[config.mk]
export PLATFORM = sky130hd
export DESIGN_NAME = data_mem_responder
export DESIGN_NICKNAME = d
export VERILOG_FILES = /design/src/rtl/data_mem_responder.sv
export SDC_FILE = /design/constraint.sdc
export NUM_CORES = 2
export LEC_CHECK = 0
export ABC_AREA = 0
export BUFFER_PORTS_ARGS = -buffer_cell sky130_fd_sc_hd__buf_4
export CAP_MARGIN = 10
export CORE_AREA = 2 2 526 528
export CTS_BUF_LIST = sky130_fd_sc_hd__clkbuf_8
export CTS_CLUSTER_DIAMETER = 80
export CTS_CLUSTER_SIZE = 40
export DETAILED_ROUTE_END_ITERATION = 8
export DIE_AREA = 0 0 528 530
export PLACE_DENSITY = 0.48
export SETUP_SLACK_MARGIN = 0.3
export SYNTH_ARGS = -nofsm -noshare
export SYNTH_HDL_FRONTEND = slang
export SYNTH_SLANG_ARGS = --single-unit
export TNS_END_PERCENT = 1
[constraint.sdc]
create_clock -name clk -period 4.6 [get_ports clk]
set_input_delay 0.46 -clock clk [delete_from_list [all_inputs] [get_ports clk]]
set_output_delay 0.46 -clock clk [all_outputs]
set_load 0.01 [all_outputs]
[src/rtl/data_mem_responder.sv]
`default_nettype none
// ============================================================================
// data_mem_responder : multi-cycle word-addressed data memory for the MEM stage
// Revision: 1.0
// ============================================================================
module data_mem_responder #(
  parameter int          DEPTH       = 64,
  parameter logic [31:0] BASE_ADDR   = 32'd1024,
  parameter int          WAIT_CYCLES = 4
) (
  input  logic        clk,
  input  logic        rst,
  input  logic        MEMread,
  input  logic        MEMwrite,
  input  logic [31:0] address,
  input  logic [31:0] data,
  output logic [31:0] MEM_result,
  output logic        ready,
  output logic        addr_err
);

  localparam int         IDX_W    = (DEPTH > 1) ? $clog2(DEPTH) : 1;
  localparam logic [3:0] CNT_LAST = 4'(WAIT_CYCLES - 1);

  typedef enum logic [1:0] {
    S_IDLE   = 2'd0,
    S_ACCESS = 2'd1,
    S_DONE   = 2'd2
  } state_t;

  state_t           state_q, state_d;
  logic [3:0]       cnt_q, cnt_d;
  logic             is_wr_q, is_wr_d;
  logic             is_rd_q, is_rd_d;
  logic [IDX_W-1:0] idx_q, idx_d;
  logic [31:0]      wdata_q, wdata_d;
  logic             err_q, err_d;
  logic [31:0]      mem_result_q, mem_result_d;
  logic             mem_we;

  logic [31:0] mem [DEPTH];

  logic        req;
  logic [31:0] word_idx;
  logic        out_of_range;

  assign req          = MEMread | MEMwrite;
  assign word_idx     = (address - BASE_ADDR) >> 2;
  assign out_of_range = (address < BASE_ADDR) || (word_idx >= 32'(DEPTH));
  assign addr_err     = req & out_of_range;
  assign MEM_result   = mem_result_q;

  always_comb begin
    state_d      = state_q;
    cnt_d        = cnt_q;
    is_wr_d      = is_wr_q;
    is_rd_d      = is_rd_q;
    idx_d        = idx_q;
    wdata_d      = wdata_q;
    err_d        = err_q;
    mem_result_d = mem_result_q;
    mem_we       = 1'b0;
    ready        = 1'b0;
    case (state_q)
      S_IDLE: begin
        ready = ~req;
        if (req) begin
          state_d = S_ACCESS;
          cnt_d   = 4'd0;
          is_wr_d = MEMwrite;
          is_rd_d = MEMread;
          idx_d   = word_idx[IDX_W-1:0];
          wdata_d = data;
          err_d   = out_of_range;
        end
      end
      S_ACCESS: begin
        if (!req) begin
          // Initiator withdrew the request (flush): nothing is committed.
          state_d = S_IDLE;
        end else if (cnt_q == CNT_LAST) begin
          state_d = S_DONE;
          if (is_wr_q) begin
            mem_we = ~err_q;
            if (is_rd_q) begin
              mem_result_d = 32'd0;
            end
          end else if (is_rd_q) begin
            mem_result_d = err_q ? 32'd0 : mem[idx_q];
          end
        end else begin
          cnt_d = cnt_q + 4'd1;
        end
      end
      S_DONE: begin
        ready   = 1'b1;
        state_d = S_IDLE;
      end
      default: begin
        state_d = S_IDLE;
      end
    endcase
  end

  always_ff @(posedge clk or posedge rst) begin
    if (rst) begin
      state_q      <= S_IDLE;
      cnt_q        <= 4'd0;
      is_wr_q      <= 1'b0;
      is_rd_q      <= 1'b0;
      idx_q        <= '0;
      wdata_q      <= 32'd0;
      err_q        <= 1'b0;
      mem_result_q <= 32'd0;
    end else begin
      state_q      <= state_d;
      cnt_q        <= cnt_d;
      is_wr_q      <= is_wr_d;
      is_rd_q      <= is_rd_d;
      idx_q        <= idx_d;
      wdata_q      <= wdata_d;
      err_q        <= err_d;
      mem_result_q <= mem_result_d;
    end
  end

  // Storage is deliberately outside the reset domain so contents survive rst.
  always_ff @(posedge clk) begin
    if (mem_we) begin
      mem[idx_q] <= wdata_q;
    end
  end

endmodule
`default_nettype wire

# Word level (Yosys, flattened, before mapping)
# Memory sizes are Yosys's and may differ from the RTL's.
# Cells that the tools add are included.
[op_classes]
reduce_logical = 7
muxes = 19
bitwise = 4
n_eq_ne = 7
magnitude_cmp = 2
addsub = 2
[op_table]
columns = ["operator", "n"]
rows = [
  ["32-bit 2-to-1 mux", 4],
  ["32-bit by 11-bit less-than comparator with 1-bit output, second input constant", 1],
  ["32-bit by 11-bit subtractor with 32-bit output, second input constant", 1],
  ["30-bit by 7-bit >= comparator with 1-bit output, second input constant", 1],
  ["4-bit 2-to-1 mux", 3],
  ["4-bit case mux with 2 select lines", 1],
  ["4-bit AND reduction", 2],
  ["1-bit 2-to-1 mux", 6],
  ["2-bit 2-to-1 mux", 3],
  ["2-bit != test, second input constant", 3],
  ["4-bit by 1-bit adder with 4-bit output, second input constant", 1],
  ["4-bit by 2-bit == test with 1-bit output, second input constant", 1],
  ["2-bit case mux with 2 select lines", 1],
  ["2-bit AND reduction", 2],
  ["3-bit != test, second input constant", 1],
  ["2-bit by 1-bit == test with 1-bit output, second input constant", 1],
  ["2-bit == test, second input constant", 1],
  ["2-bit zero test", 1],
  ["1-bit inverter", 2],
  ["1-bit case mux with 2 select lines", 1],
  ["2-bit nonzero test", 1],
  ["1-bit bitwise AND", 1],
  ["1-bit logical OR", 1],
  ["1-bit OR", 1],
]
[totals]
mem_count = 1
ram_bits = 2048
inputBits = 68
output_inout_bits = 34
elab_cells = 50
reg_bits = 79
[mem_list]
columns = ["name", "depth", "word_bits", "read_ports", "rd_ports_with_merged_regs", "write_ports", "line_no", "source"]
rows = [
  ["mem", 64, 32, 1, 0, 1, "41", "logic [31:0] mem [DEPTH];"],
]

# Logic depth before layout (Yosys ltp)
[logic_depth]
ltp_word = 7
ltp_mapped = 11
ltp_nobuf = 8

# Least setup slack after synthesis
# Ideal clock, no wire load.
[synth_path]
kind = "register to register"
from = "register idx_q[2]"
to = "memory mem[12][0], enable pin"
t_arrival_ns = 3.048
setup_ns = 0.421
n_path_buf = 7
required_ns = 4.179
slack_ns = 1.130
period_less_slack_ns = 3.470
path_stages_with_launch = 10
cell_sequence = "dfrtp_1 > buf_6 > buf_6 > buf_6 > buf_4 > buf_4 > buf_2 > buf_2 > nand3_1 > nor2_1"
[synth_lines]
columns = ["element", "line_no", "source"]
rows = [
  ["from (decl)", "35", "logic [IDX_W-1:0] idx_q, idx_d;"],
  ["from (signal assigned)", "120", "idx_q <= idx_d;"],
  ["to (decl)", "41", ""],
]
# No word-level cell before the write port.

# Worst setup path after layout
[layout_path]
from = "register idx_q[2]"
to = "register mem_result_q[7], in the netlist MEM_result[7]"
[layout_between]
elab_chain_len = 4
[layout_rtl]
columns = ["element", "line_no", "source"]
rows = [
  ["memory read 64 x 32 bit", "--", ""],
  ["32-bit 2-to-1 mux", "89", "mem_result_d = err_q ? 32'd0 : mem[idx_q];"],
  ["32-bit 2-to-1 mux", "88", "end else if (is_rd_q) begin"],
  ["32-bit 2-to-1 mux", "83", "if (is_wr_q) begin"],
  ["to (signal assigned)", "123", "mem_result_q <= mem_result_d;"],
  ["to (decl)", "38", "logic [31:0] mem_result_q, mem_result_d;"],
]
# Every way passes these cells. The select of a mux whose other input is x is not followed.
# A chain may end at the register's enable or synchronous reset.

==> run_summary.xml <==
<?xml version="1.0" encoding="UTF-8"?>
<metrics>
  <group name="grt">
    <metric name="grt_usage" unit="%">21.51</metric>
    <metric name="gr-total-overflow" unit="">0</metric>
    <metric name="grt_pass1_wl" unit="um">413000</metric>
    <metric name="antenna_found_initial" unit="">17</metric>
    <metric name="grt_start_max_net_pins" unit="">66</metric>
    <metric name="vias_in_the_first_global_route" unit="">45660</metric>
  </group>
  <group name="power_and_ir_drop">
    <metric name="power.total" unit="mW">56.47</metric>
    <metric name="pwr-share-seq" unit="%">44.3</metric>
    <metric name="p_clk_share" unit="%">18.9</metric>
    <metric name="leakage" unit="nW">29.24</metric>
    <metric name="p_sw_share" unit="%">39.33</metric>
    <metric name="comb_power_share" unit="%">36.8</metric>
    <metric name="power_per_cell_area" unit="mW/mm^2">603.3</metric>
    <metric name="switching_power" unit="mW">22.21</metric>
    <metric name="ir_worst_vdd" unit="mV">0.7015</metric>
    <metric name="internal-power" unit="mW">34.26</metric>
  </group>
  <group name="run">
    <metric name="drv.max_cap_violation_count" unit="">0</metric>
  </group>
  <group name="sta">
    <metric name="timing.final.setup_violations" unit="">0</metric>
    <metric name="max_slew.worst_pin.slew" unit="ns">1.286</metric>
    <metric name="holdWs" unit="ns">0.05604</metric>
    <metric name="max_freq" unit="MHz">252.6</metric>
    <metric name="finalCritPeriodShare" unit="%">86.07</metric>
    <metric name="report.final.slew_viol_count" unit="">0</metric>
    <metric name="report.final.hold_viol_count" unit="">0</metric>
    <metric name="rsz_0062_raised_after_global_routing" unit="">false</metric>
    <metric name="period_minus_slack" unit="ns">3.959</metric>
    <metric name="clock-skew-final" unit="ns">0.08682</metric>
    <metric name="maxSlewHeadroom" unit="%">14.07</metric>
    <metric name="setup_total_negative_slack" unit="ns">0</metric>
  </group>
  <group name="yosys">
    <metric name="synth_cells" unit="">4476</metric>
    <metric name="total_nets_after_synthesis" unit="">4545</metric>
    <metric name="biggest_area_contributors_in_the_synthesized_netlist" unit="">sky130_fd_sc_hd__edfxtp_1 75%, sky130_fd_sc_hd__mux2i_1 4.0%, sky130_fd_sc_hd__mux4_2 2.9%</metric>
    <metric name="synth_area_per_cell" unit="sq um">18.32</metric>
    <metric name="synthesis.yosys.warnings" unit="">0</metric>
    <metric name="synth_area_leader_cell" unit="">sky130_fd_sc_hd__edfxtp_1</metric>
    <metric name="synth-simple-area-share" unit="%">2.234</metric>
    <metric name="synth.cells.most_frequent" unit="">2,048 x sky130_fd_sc_hd__edfxtp_1, 329 x sky130_fd_sc_hd__mux2i_1, 201 x sky130_fd_sc_hd__a221oi_1</metric>
    <metric name="synth.area.mux_share" unit="%">9.461</metric>
    <metric name="yosys.cell_count.top_type" unit="">sky130_fd_sc_hd__edfxtp_1</metric>
    <metric name="synthArstFlopShare" unit="%">3.714</metric>
    <metric name="synth_top_family_by_area" unit="">multiplexers</metric>
    <metric name="synth-edff-count" unit="">2048</metric>
    <metric name="fraction_of_the_mapped_netlist_area_in_compound_gates" unit="%">8.859</metric>
    <metric name="share_of_the_yosys_chip_area_belonging_to_registers" unit="%">77.43</metric>
    <metric name="synth_adder_area_share" unit="%">0.01526</metric>
    <metric name="synth.top_cell.area_share" unit="%">75.01</metric>
    <metric name="synth-seq-cells" unit="">2127</metric>
    <metric name="number_of_library_cell_types_mapped_by_synthesis" unit="">72</metric>
    <metric name="synthXorXnorAreaFrac" unit="%">0.01068</metric>
    <metric name="syn-cell-area" unit="sq mm">0.08198</metric>
    <metric name="synth_ff_type" unit="">sky130_fd_sc_hd__edfxtp_1</metric>
  </group>
  <group name="routing">
    <metric name="antenna_violating_nets_post_route" unit="">0</metric>
    <metric name="drt-initial-drc-count" unit="">6890</metric>
    <metric name="drt_pass1_iterations" unit="">8</metric>
    <metric name="wl_cell" unit="um">36.10</metric>
    <metric name="remaining_drc_errors" unit="">0</metric>
    <metric name="avgViaCountPerCell" unit="">5.586</metric>
    <metric name="route.vias.total" unit="">47580</metric>
    <metric name="drt-total-wl" unit="um">307500</metric>
  </group>
  <group name="setup_path">
    <metric name="cp_cell_sequence" unit="">buf_12 &gt; buf_4 &gt; mux4_2 &gt; mux2i_1 &gt; o22ai_1 &gt; a211oi_1 &gt; a31oi_1</metric>
    <metric name="reg2reg_depth" unit="">7</metric>
    <metric name="worst_setup_path_endpoint" unit="">MEM_result[7]$_DFFE_PP0P_</metric>
    <metric name="crit_path_max_incr_delay" unit="ns">1.04</metric>
    <metric name="crit_start" unit="">idx_q[2]$_DFFE_PP0P_</metric>
    <metric name="setup.worst_path.start_class" unit="">flop</metric>
    <metric name="setup.reg_to_reg.worst_slack" unit="ns">0.64</metric>
    <metric name="timing.critical_path.arrival" unit="ns">4.84</metric>
    <metric name="timing.critical_path.to_type" unit="">flop</metric>
    <metric name="worstPathMaxFanout" unit="">39</metric>
    <metric name="timing.rr.start" unit="">idx_q[2]$_DFFE_PP0P_</metric>
    <metric name="crit_path_top_delay_cell" unit="">sky130_fd_sc_hd__dfrtp_4</metric>
    <metric name="r2r-end" unit="">MEM_result[7]$_DFFE_PP0P_</metric>
    <metric name="critical_path_required" unit="ns">5.48</metric>
    <metric name="worst-setup-path-type" unit="">flop to flop</metric>
  </group>
  <group name="clock_network">
    <metric name="postCtsSetupRepairBufs" unit="">0</metric>
    <metric name="root_buffer_cell" unit="">sky130_fd_sc_hd__clkbuf_8</metric>
    <metric name="clkSlewWorstSetupHoldPaths" unit="ns">0.14</metric>
    <metric name="tritoncts.num_buffers" unit="">121</metric>
    <metric name="cts-root-to-sink-buffers" unit="">3</metric>
    <metric name="cts_max_level" unit="">3</metric>
    <metric name="clock_insertion_delay_worst_skew" unit="ns">1.02</metric>
    <metric name="cts_num_sinks" unit="">2127</metric>
    <metric name="tritoncts_clock_tree" unit="">done</metric>
  </group>
  <group name="place">
    <metric name="dp_cells" unit="">8235</metric>
    <metric name="hpwlAfterDp" unit="um">185100</metric>
    <metric name="io_buffers" unit="">99</metric>
    <metric name="dpl-instance-area" unit="sq mm">0.08993</metric>
    <metric name="placer_s_final_routability_congestion_estimate" unit="">0.8333</metric>
  </group>
  <group name="finish">
    <metric name="layout_overhead_on_the_synthesized_area" unit="%">14.17</metric>
    <metric name="finalNonFillerCells" unit="">8517</metric>
    <metric name="final_layout_size_suffix_gt1_share" unit="%">22.56</metric>
    <metric name="layout.nets" unit="">4868</metric>
    <metric name="fin_area" unit="sq mm">0.09360</metric>
  </group>
  <group name="die">
    <metric name="num_io_pins" unit="">102</metric>
    <metric name="fp.dieW" unit="um">528</metric>
    <metric name="die_area" unit="sq mm">0.2798</metric>
    <metric name="die_y" unit="um">530</metric>
    <metric name="rows" unit="">193</metric>
    <metric name="coreArea" unit="sq mm">0.2748</metric>
    <metric name="floorplan.initialDensity" unit="%">29.83</metric>
  </group>
  <group name="status">
    <metric name="run_status" unit="">finished clean</metric>
  </group>
  <group name="hold_path">
    <metric name="hp-class" unit="">primary input to async pin</metric>
  </group>
</metrics>
per-layer routing:
| metal | vias up | share of wire (%) | GRT usage [%] | wire (um) |
|---|---|---|---|---|
| met5 | - | 0.030 | 0 | 92 |
| met4 | 14 | 3.4 | 6.475 | 10400 |
| met3 | 412 | 7.4 | 3.272 | 22640 |
| met2 | 2216 | 47 | 35.05 | 145700 |
| met1 | 25940 | 42 | 29.58 | 128700 |
| li1 | 18990 | - | - | - |
worst min-delay path by stage:
stage                      startpoint  slack, ns  depth (start not counted)                       to
5_1_grt                           rst       0.06                          3   wdata_q[7]$_DFFE_PP0P_
6_report                          rst       0.06                          3     idx_q[2]$_DFFE_PP0P_
4_1_cts                           rst       0.03                          3  wdata_q[10]$_DFFE_PP0P_
2_1_floorplan    cnt_q[1]$_DFFE_PP0P_       0.46                          2     cnt_q[1]$_DFFE_PP0P_
3_3_place_gp   wdata_q[4]$_DFFE_PP0P_       0.47                          0     mem[38][4]$_DFFE_PP_
3_5_place_dp   wdata_q[4]$_DFFE_PP0P_       0.48                          0     mem[39][4]$_DFFE_PP_
per-stage QoR:
stage | setup WS, ns | util (%)
2_1_floorplan | 1.130 | -
3_3_place_gp | 0.8418 | 32.71
3_5_place_dp | 0.8639 | 32.72
4_1_cts | 0.8136 | 34.03
5_1_grt | 0.7569 | 34.06
6_report | 0.6407 | 34.06
final cells by class:
cell class | count | area (sq um)
multi-input combinational | 2035 | 17490
antenna | 7 | 17.52
tap | 3607 | 4513
inverter | 6 | 35.03
sequential | 2127 | 63530
timing repair buffer | 508 | 4872
clock buffer | 124 | 1707
clock inverter | 103 | 1436
fill | 26040 | 181200
flip-flops by register name (all words and copies together) (netlist names):
register and count:
wdata_q 32, state_q 2, is_rd_q 1, err_q 1
is_wr_q 1, cnt_q 4, MEM_result 32, mem 2048
idx_q 6
power groups by stage:
stage	combinational [mW]	clock, mW	sequential (mW)
6_report	20.8	10.7	25.0
5_1_grt	21.4	11.5	25.1
4_1_cts	20.3	10.8	25.2
3_5_place_dp	20.2	0	25.7
3_3_place_gp	20.0	0	25.6
2_1_floorplan	9.44	0	26.1
worst max-delay path: cells and delay by family, from the launching register on:
| kind | cells | cell delay (ns) |
|---|---|---|
| AOI/OAI and AO/OA | 3 | 1.02 |
| buffers and inverters | 2 | 0.59 |
| DFF | 1 | 1.04 |
| muxes | 2 | 1.06 |
layout by cell type, fill, tap and decap left out, types with 45 or more instances in the layout:
cell,synthesis,routed
sky130_fd_sc_hd__buf_12,0,75
sky130_fd_sc_hd__nor2_4,0,69
sky130_fd_sc_hd__edfxtp_1,2048,2048
sky130_fd_sc_hd__a22o_1,56,56
sky130_fd_sc_hd__o21ai_0,109,109
sky130_fd_sc_hd__buf_4,60,387
sky130_fd_sc_hd__nand2_1,144,144
sky130_fd_sc_hd__mux2_2,181,181
sky130_fd_sc_hd__clkbuf_8,0,124
sky130_fd_sc_hd__mux2i_1,329,329
sky130_fd_sc_hd__dlygate4sd3_1,0,45
sky130_fd_sc_hd__mux4_2,107,107
sky130_fd_sc_hd__nor2_1,176,109
sky130_fd_sc_hd__o22ai_1,134,134
sky130_fd_sc_hd__a21oi_1,131,131
sky130_fd_sc_hd__a22oi_1,155,155
sky130_fd_sc_hd__a221oi_1,201,201
logic make-up (layout without fill, tap and decap cells):
kind of cell | Yosys count | count (layout)
other cells | 0 | 7
xor+xnor | 1 | 1
mux | 618 | 618
compound gates | 996 | 996
buf+inv | 314 | 741
flops | 2127 | 2127
fa+ha+maj | 1 | 1
simple gates | 419 | 419
what timing repair did:
item / 4_1_cts / 5_1_grt
gates resized for setup: 0 / 0
endpoints found under the setup margin: 0 / 0
hold buffers: 45 / 0
hold endpoints to repair: 74 / 0
Note: power is estimated with default switching activity, not from simulation.
